===== src/rtl/plic_gateway.sv =====
// PLIC interrupt gateway: per-source level/edge capture with queued-edge counting,
// claim/complete tracking, and masked priority vectors for the per-target selector.

module plic_gateway_src #(
    parameter int MAX_PENDING_COUNT = 8,
    parameter int PENDCNT_BITS      = 4
) (
    input  logic clk_i,
    input  logic rst_i,
    input  logic src_i,
    input  logic el_i,
    input  logic claim_sel_i,
    input  logic complete_sel_i,
    output logic ip_o
);
    typedef enum logic [1:0] {
        IDLE    = 2'd0,
        PENDING = 2'd1,
        CLAIMED = 2'd2
    } state_e;

    localparam logic [PENDCNT_BITS-1:0] CNT_MAX = PENDCNT_BITS'(MAX_PENDING_COUNT);

    state_e                  state_q, state_d;
    logic [PENDCNT_BITS-1:0] cnt_q, cnt_d;
    logic                    src_q;
    logic                    rise, claim_hit, complete_hit, cnt_sat;

    assign rise         = src_i & ~src_q;
    assign claim_hit    = claim_sel_i & (state_q == PENDING);
    assign complete_hit = complete_sel_i & (state_q == CLAIMED);
    assign cnt_sat      = (cnt_q >= CNT_MAX);

    always_ff @(posedge clk_i or posedge rst_i) begin
        if (rst_i) begin
            state_q <= IDLE;
            cnt_q   <= '0;
            src_q   <= 1'b0;
        end else begin
            state_q <= state_d;
            cnt_q   <= cnt_d;
            src_q   <= src_i;
        end
    end

    always_comb begin
        state_d = state_q;
        cnt_d   = cnt_q;
        if (!el_i) begin
            cnt_d = '0;
            case (state_q)
                IDLE:    if (src_i)        state_d = PENDING;
                PENDING: if (claim_hit)    state_d = CLAIMED;
                CLAIMED: if (complete_hit) state_d = IDLE;
                default:                   state_d = IDLE;
            endcase
        end else begin
            case (state_q)
                IDLE: if (rise) state_d = PENDING;
                PENDING: begin
                    if (claim_hit)         state_d = CLAIMED;
                    if (rise && !cnt_sat)  cnt_d   = cnt_q + 1'b1;
                end
                CLAIMED: begin
                    if (complete_hit) begin
                        // A coincident edge takes the slot of the retiring one: count unchanged.
                        if (rise) begin
                            state_d = PENDING;
                        end else if (cnt_q != '0) begin
                            state_d = PENDING;
                            cnt_d   = cnt_q - 1'b1;
                        end else begin
                            state_d = IDLE;
                        end
                    end else if (rise && !cnt_sat) begin
                        cnt_d = cnt_q + 1'b1;
                    end
                end
                default: state_d = IDLE;
            endcase
        end
    end

    assign ip_o = (state_q == PENDING);
endmodule

module plic_gateway #(
    parameter int SOURCES           = 8,
    parameter int PRIORITIES        = 7,
    parameter int SOURCES_BITS      = 3,
    parameter int PRIORITY_BITS     = 3,
    parameter int MAX_PENDING_COUNT = 8,
    parameter int PENDCNT_BITS      = 4
) (
    input  logic                                    clk_i,
    input  logic                                    rst_i,
    input  logic [SOURCES-1:0]                      src_i,
    input  logic [SOURCES-1:0]                      el_i,
    input  logic [SOURCES-1:0]                      ie_i,
    input  logic [SOURCES-1:0][PRIORITY_BITS-1:0]   priority_i,
    input  logic                                    claim_i,
    input  logic [SOURCES_BITS-1:0]                 claim_id_i,
    input  logic                                    complete_i,
    input  logic [SOURCES_BITS-1:0]                 complete_id_i,
    output logic [SOURCES-1:0]                      ip_o,
    output logic [SOURCES-1:0][SOURCES_BITS-1:0]    id_o,
    output logic [SOURCES-1:0][PRIORITY_BITS-1:0]   priority_o
);
    if (PRIORITIES > (2**PRIORITY_BITS) - 1 || MAX_PENDING_COUNT > (2**PENDCNT_BITS) - 1 ||
        SOURCES > 2**SOURCES_BITS) begin : g_cfg_err
        $error("plic_gateway: inconsistent parameter widths");
    end

    for (genvar s = 0; s < SOURCES; s++) begin : g_src
        logic claim_sel, complete_sel;

        // Strobes are decoded here; each source qualifies them with its own state.
        assign claim_sel    = claim_i    & (claim_id_i    == SOURCES_BITS'(s));
        assign complete_sel = complete_i & (complete_id_i == SOURCES_BITS'(s));

        plic_gateway_src #(
            .MAX_PENDING_COUNT (MAX_PENDING_COUNT),
            .PENDCNT_BITS      (PENDCNT_BITS)
        ) u_src (
            .clk_i          (clk_i),
            .rst_i          (rst_i),
            .src_i          (src_i[s]),
            .el_i           (el_i[s]),
            .claim_sel_i    (claim_sel),
            .complete_sel_i (complete_sel),
            .ip_o           (ip_o[s])
        );

        assign id_o[s]       = SOURCES_BITS'(s);
        assign priority_o[s] = (ip_o[s] & ie_i[s]) ? priority_i[s] : '0;
    end
endmodule


===== config.mk =====
export PLATFORM = sky130hd
export DESIGN_NAME = plic_gateway
export DESIGN_NICKNAME = d
export VERILOG_FILES = /design/src/rtl/plic_gateway.sv
export SDC_FILE = /design/constraint.sdc
export NUM_CORES = 1
export LEC_CHECK = 0
export ABC_AREA = 1
export CAP_MARGIN = 20
export CELL_PAD_IN_SITES_DETAIL_PLACEMENT = 0
export CELL_PAD_IN_SITES_GLOBAL_PLACEMENT = 1
export CORE_AREA = 4 4 119 121
export CTS_BUF_LIST = sky130_fd_sc_hd__clkbuf_8
export CTS_CLUSTER_DIAMETER = 40
export DETAILED_ROUTE_END_ITERATION = 10
export DIE_AREA = 0 0 123 125
export PLACE_DENSITY_LB_ADDON = 0.1
export SLEW_MARGIN = 20
export SYNTH_ARGS = -nofsm -noshare
export SYNTH_HDL_FRONTEND = slang
export SYNTH_HIERARCHICAL = 1
export SYNTH_SLANG_ARGS = --single-unit

===== constraint.sdc =====
create_clock -name clk_i -period 3.4 [get_ports clk_i]
set_clock_uncertainty 0.15 [all_clocks]
set_input_delay 1.02 -clock clk_i [delete_from_list [all_inputs] [get_ports clk_i]]
set_output_delay 1.02 -clock clk_i [all_outputs]
set_load 0.02 [all_outputs]

==> metrics.md, run 1 <==
| Metric | Value |
|---|---|
| WHS Path Cells | `2` |
| Crit path largest cell delay | `about 460 ps` |
| WP data required | `~2200 ps` |
| Height of the die | `125 um` |
| Leading area contributor after synthesis | `dfrtp_1` |
| Finish-stage setup viols | `0` |
| Max-slew violation count | `0` |
| Root Buffer | `clkbuf_8` |
| Placed insts | `between 1000 and 1500` |
| Ys flop type | `dfrtp_1` |
| CP max stage cell | `clkdlybuf4s50_1` |
| Worst setup slack after layout | `241 ps` |
| Synth cell types | `19` |
| Worst skew pair latency | `about 340 ps` |
| NumNets Final | `between 900 and 1000` |
| Pre-CTS setup slack | `-62.7 ps` |
| Cells after Synth | `804` |
| Worst Reg-to-Reg Cells | `8` |
| Reg clk slew, reported paths | `about 100 ps` |
| Layout Cells excl Fill | `between 1000 and 1500` |
| Fin util | `around 46%` |
| Status | `finished clean` |
| Layout cells sized above 1 | `9.88%` |
| Synth warnings | `6` |
| Die width | `between 100 and 150 um` |
| CTS buffer count | `5` |
| Number of synthesized flops with an enable pin | `0` |
| R2R Path Start | `g_src[3].u_src/cnt_q[0]$_DFFE_PP0P_` |
| Tot GR Track Use | `about 16%` |
| Nature of the critical path endpoint | `output port` |
| Worst Hold Class | `reg2reg` |
| CTS Sinks | `56` |
| MaxCap Viol Count | `0` |
| Leak | `0.00336 uW` |
| Worst path bufs/invs | `2` |
| Area of the die | `approximately 15000 um2` |
| Tmin final | `3160 ps` |
| Worst r2r dst | `g_src[3].u_src/cnt_q[0]$_DFFE_PP0P_` |
| Sequential area share after synthesis | `27.9%` |
| I/O Buffers | `between 80 and 90` |
| Avg Cell Area, Syn | `6.24 um2` |
| Setup Fix Bufs, Post-CTS | `0` |
| Dominant cells by area after synthesis | `dfrtp_1, nand2_1, inv_1, nor2_1, nand3_1` |
| Post-route cell area | `6040 um2` |
| Initial antenna violation count | `0` |
| Antenna cells | `0` |
| Placer congestion estimate | `0.856` |
| Area Overhead vs Synth | `20.3%` |
| Async SR Flop Fraction | `100%` |
| DRC violations left | `0` |
| Number of global-route vias before repair | `between 4000 and 5000` |
| Final wirelength | `roughly 12000 um` |
| Crit-path max FO | `3` |
| GRT overflow | `0` |
| Startpoint Class | `input port` |
| Mean routed wirelength per cell | `roughly 11 um` |
| Top Metal Used | `met4` |
| Hold EP | `g_src[4].u_src/cnt_q[3]$_DFFE_PP0P_` |
| CTS tree | `built` |
| Critical path type | `in2out` |
| Total number of vias | `about 4800` |
| Worst reg2reg setup slack | `between 1500 and 2000 ps` |
| CP delay by family, top | `buffers and inverters` |
| Hold slack | `395 ps` |
| IO Count | `approximately 110` |
| Initial core utilization | `approximately two fifths` |
| Final Cycle Share | `just over 90%` |
| Final hold vios | `0` |
| Via density | `~4.5` |
| Antenna viol nets, final | `0` |
| DP HPWL | `9810 um` |
| Hold_sp | `g_src[4].u_src/cnt_q[3]$_DFFE_PP0P_` |
| First-pass GRT wire length | `around 20000 um` |
| Placed instance area | `between 5000 and 6000 um2` |
| Met2 WL post-DR | `between 5000 and 6000 um` |
| Cell Area, Synth | `between 5000 and 6000 um2` |
| Clock buffer depth | `2` |
| FP Rows | `42` |
| Pwr per Cell Area | `between 300 and 400 nW/um2` |
| Metal-1 WL | `between 5000 and 6000 um` |
| Hold_buf cts | `0` |
| Synth Register Bits | `56` |
| DR iter-0 viols | `between 200 and 300` |
| Yosys top cell area share | `between 20% and 30%` |
| Met3 WL | `~740 um` |
| Drt pass-1 iters | `5` |
| RSZ-0062 raised after global routing | `no` |
| Worst path arrival time | `roughly 2000 ps` |
| Largest net degree at the start of global routing | `17` |
| Critical Path, Cell by Cell | `clkdlybuf4s50_1, nand2_1, nor2_1, dlygate4sd2_1` |
| Max H-tree Level | `2` |
| Peak supply drop | `roughly 170 uV` |
| Top achievable clock speed | `317 MHz` |
| Core box area | `13100 um2` |
| # resized after CTS | `24` |
## logic make-up (layout without fill, tap and decap cells)
group,Yosys count,count (layout),synth area share [%]
xor gates and xnor gates,16,16,2.79
other,2,24,0.150
adders and majority gates,16,16,3.99
AOI/OAI and AO/OA,48,48,6.18
and+or+nand+nor,468,468,41.2
DFF,56,56,27.9
buffers and inverters,198,263,17.8
## tightest hold or removal path: cells and delay by family (launching register included)
kind / cells / cell delay, ps
flops: 1 / 400
simple gates: 2 / 130
## power by group
group / leakage, uW / switching, uW / total (uW) / internal, uW
Clock: 0.0000645 / 235 / 495 / 260
Combinational: 0.00258 / 517 / 851 / 334
Sequential: 0.000719 / 90.8 / 823 / 733
Total: 0.00336 / 843 / 2170 / 1330
## cell type report
type	count	area, um2
Clock buffer	7	96.3
Clock inverter	1	30.0
Fill cell	1365	7050
Inverter	166	623
Multi-Input combinational cell	572	2810
Sequential cell	56	1400
Tap cell	176	220
Timing Repair Buffer	89	861
## placed cells by master, fill, tap and decap left out
cell type,netlist,final
nand2_1,244,244
inv_1,150,150
nor2_1,96,96
clkdlybuf4s50_1,0,65
nand3_1,56,56
dfrtp_1,56,56
conb_1,2,24
nand2_2,24,24
dlygate4sd2_1,0,24
nand3_2,16,16
inv_2,16,16
nor2_2,16,16
nand4_1,16,16
o211ai_1,16,16
xnor2_1,16,16
a21oi_1,16,16
ha_1,16,16
o21ai_2,8,8
o21ai_0,8,8
clkbuf_8,0,7
bufinv_16,0,1
## worst max-delay path by stage
stage	to	start	cells after the start	slack (ps)
3_5_place_dp	priority_o[9]	ie_i[3]	4	-60
3_3_place_gp	priority_o[10]	ie_i[3]	4	-40
5_1_grt	priority_o[18]	ie_i[6]	4	150
6_report	priority_o[16]	ie_i[5]	4	240
2_1_floorplan	priority_o[0]	ie_i[0]	2	860
4_1_cts	priority_o[9]	ie_i[3]	4	220
## metal layers
metal	vias up	global-route usage, %
met3	6	4.20
met2	100	27.0
met4	0	3.39
met5	-	0
met1	2163	19.8
li1	2557	-
## registers in the layout, summed over array words and instances, names as in the netlist
| signal | cells |
|---|---|
| g_src.u_src/cnt_q | 32 |
| g_src.u_src/src_q | 8 |
| g_src.u_src/state_q | 16 |
## metrics by stage
stage          TNS (ps)  power, uW
2_1_floorplan         0       1450
3_3_place_gp       -215       1700
3_5_place_dp       -566       1720
4_1_cts               0       2200
5_1_grt               0       2350
6_report              0       2170
## cell usage after synthesis, drive strengths merged (16+ instances only)
cell      n
nand3    72
o211ai   16
buf      32
inv     166
o21ai    16
ha       16
nor2    112
xnor2    16
nand2   268
dfrtp    56
a21oi    16
nand4    16
Power figures use the tool's default switching activity.
==> run 2: changes to the inputs <==
ABC_CLOCK_PERIOD_IN_PS = 3400   (was not set)
==> results of run 2 <==
No change in the layout: final DEF, timing and power equal those of run 1.
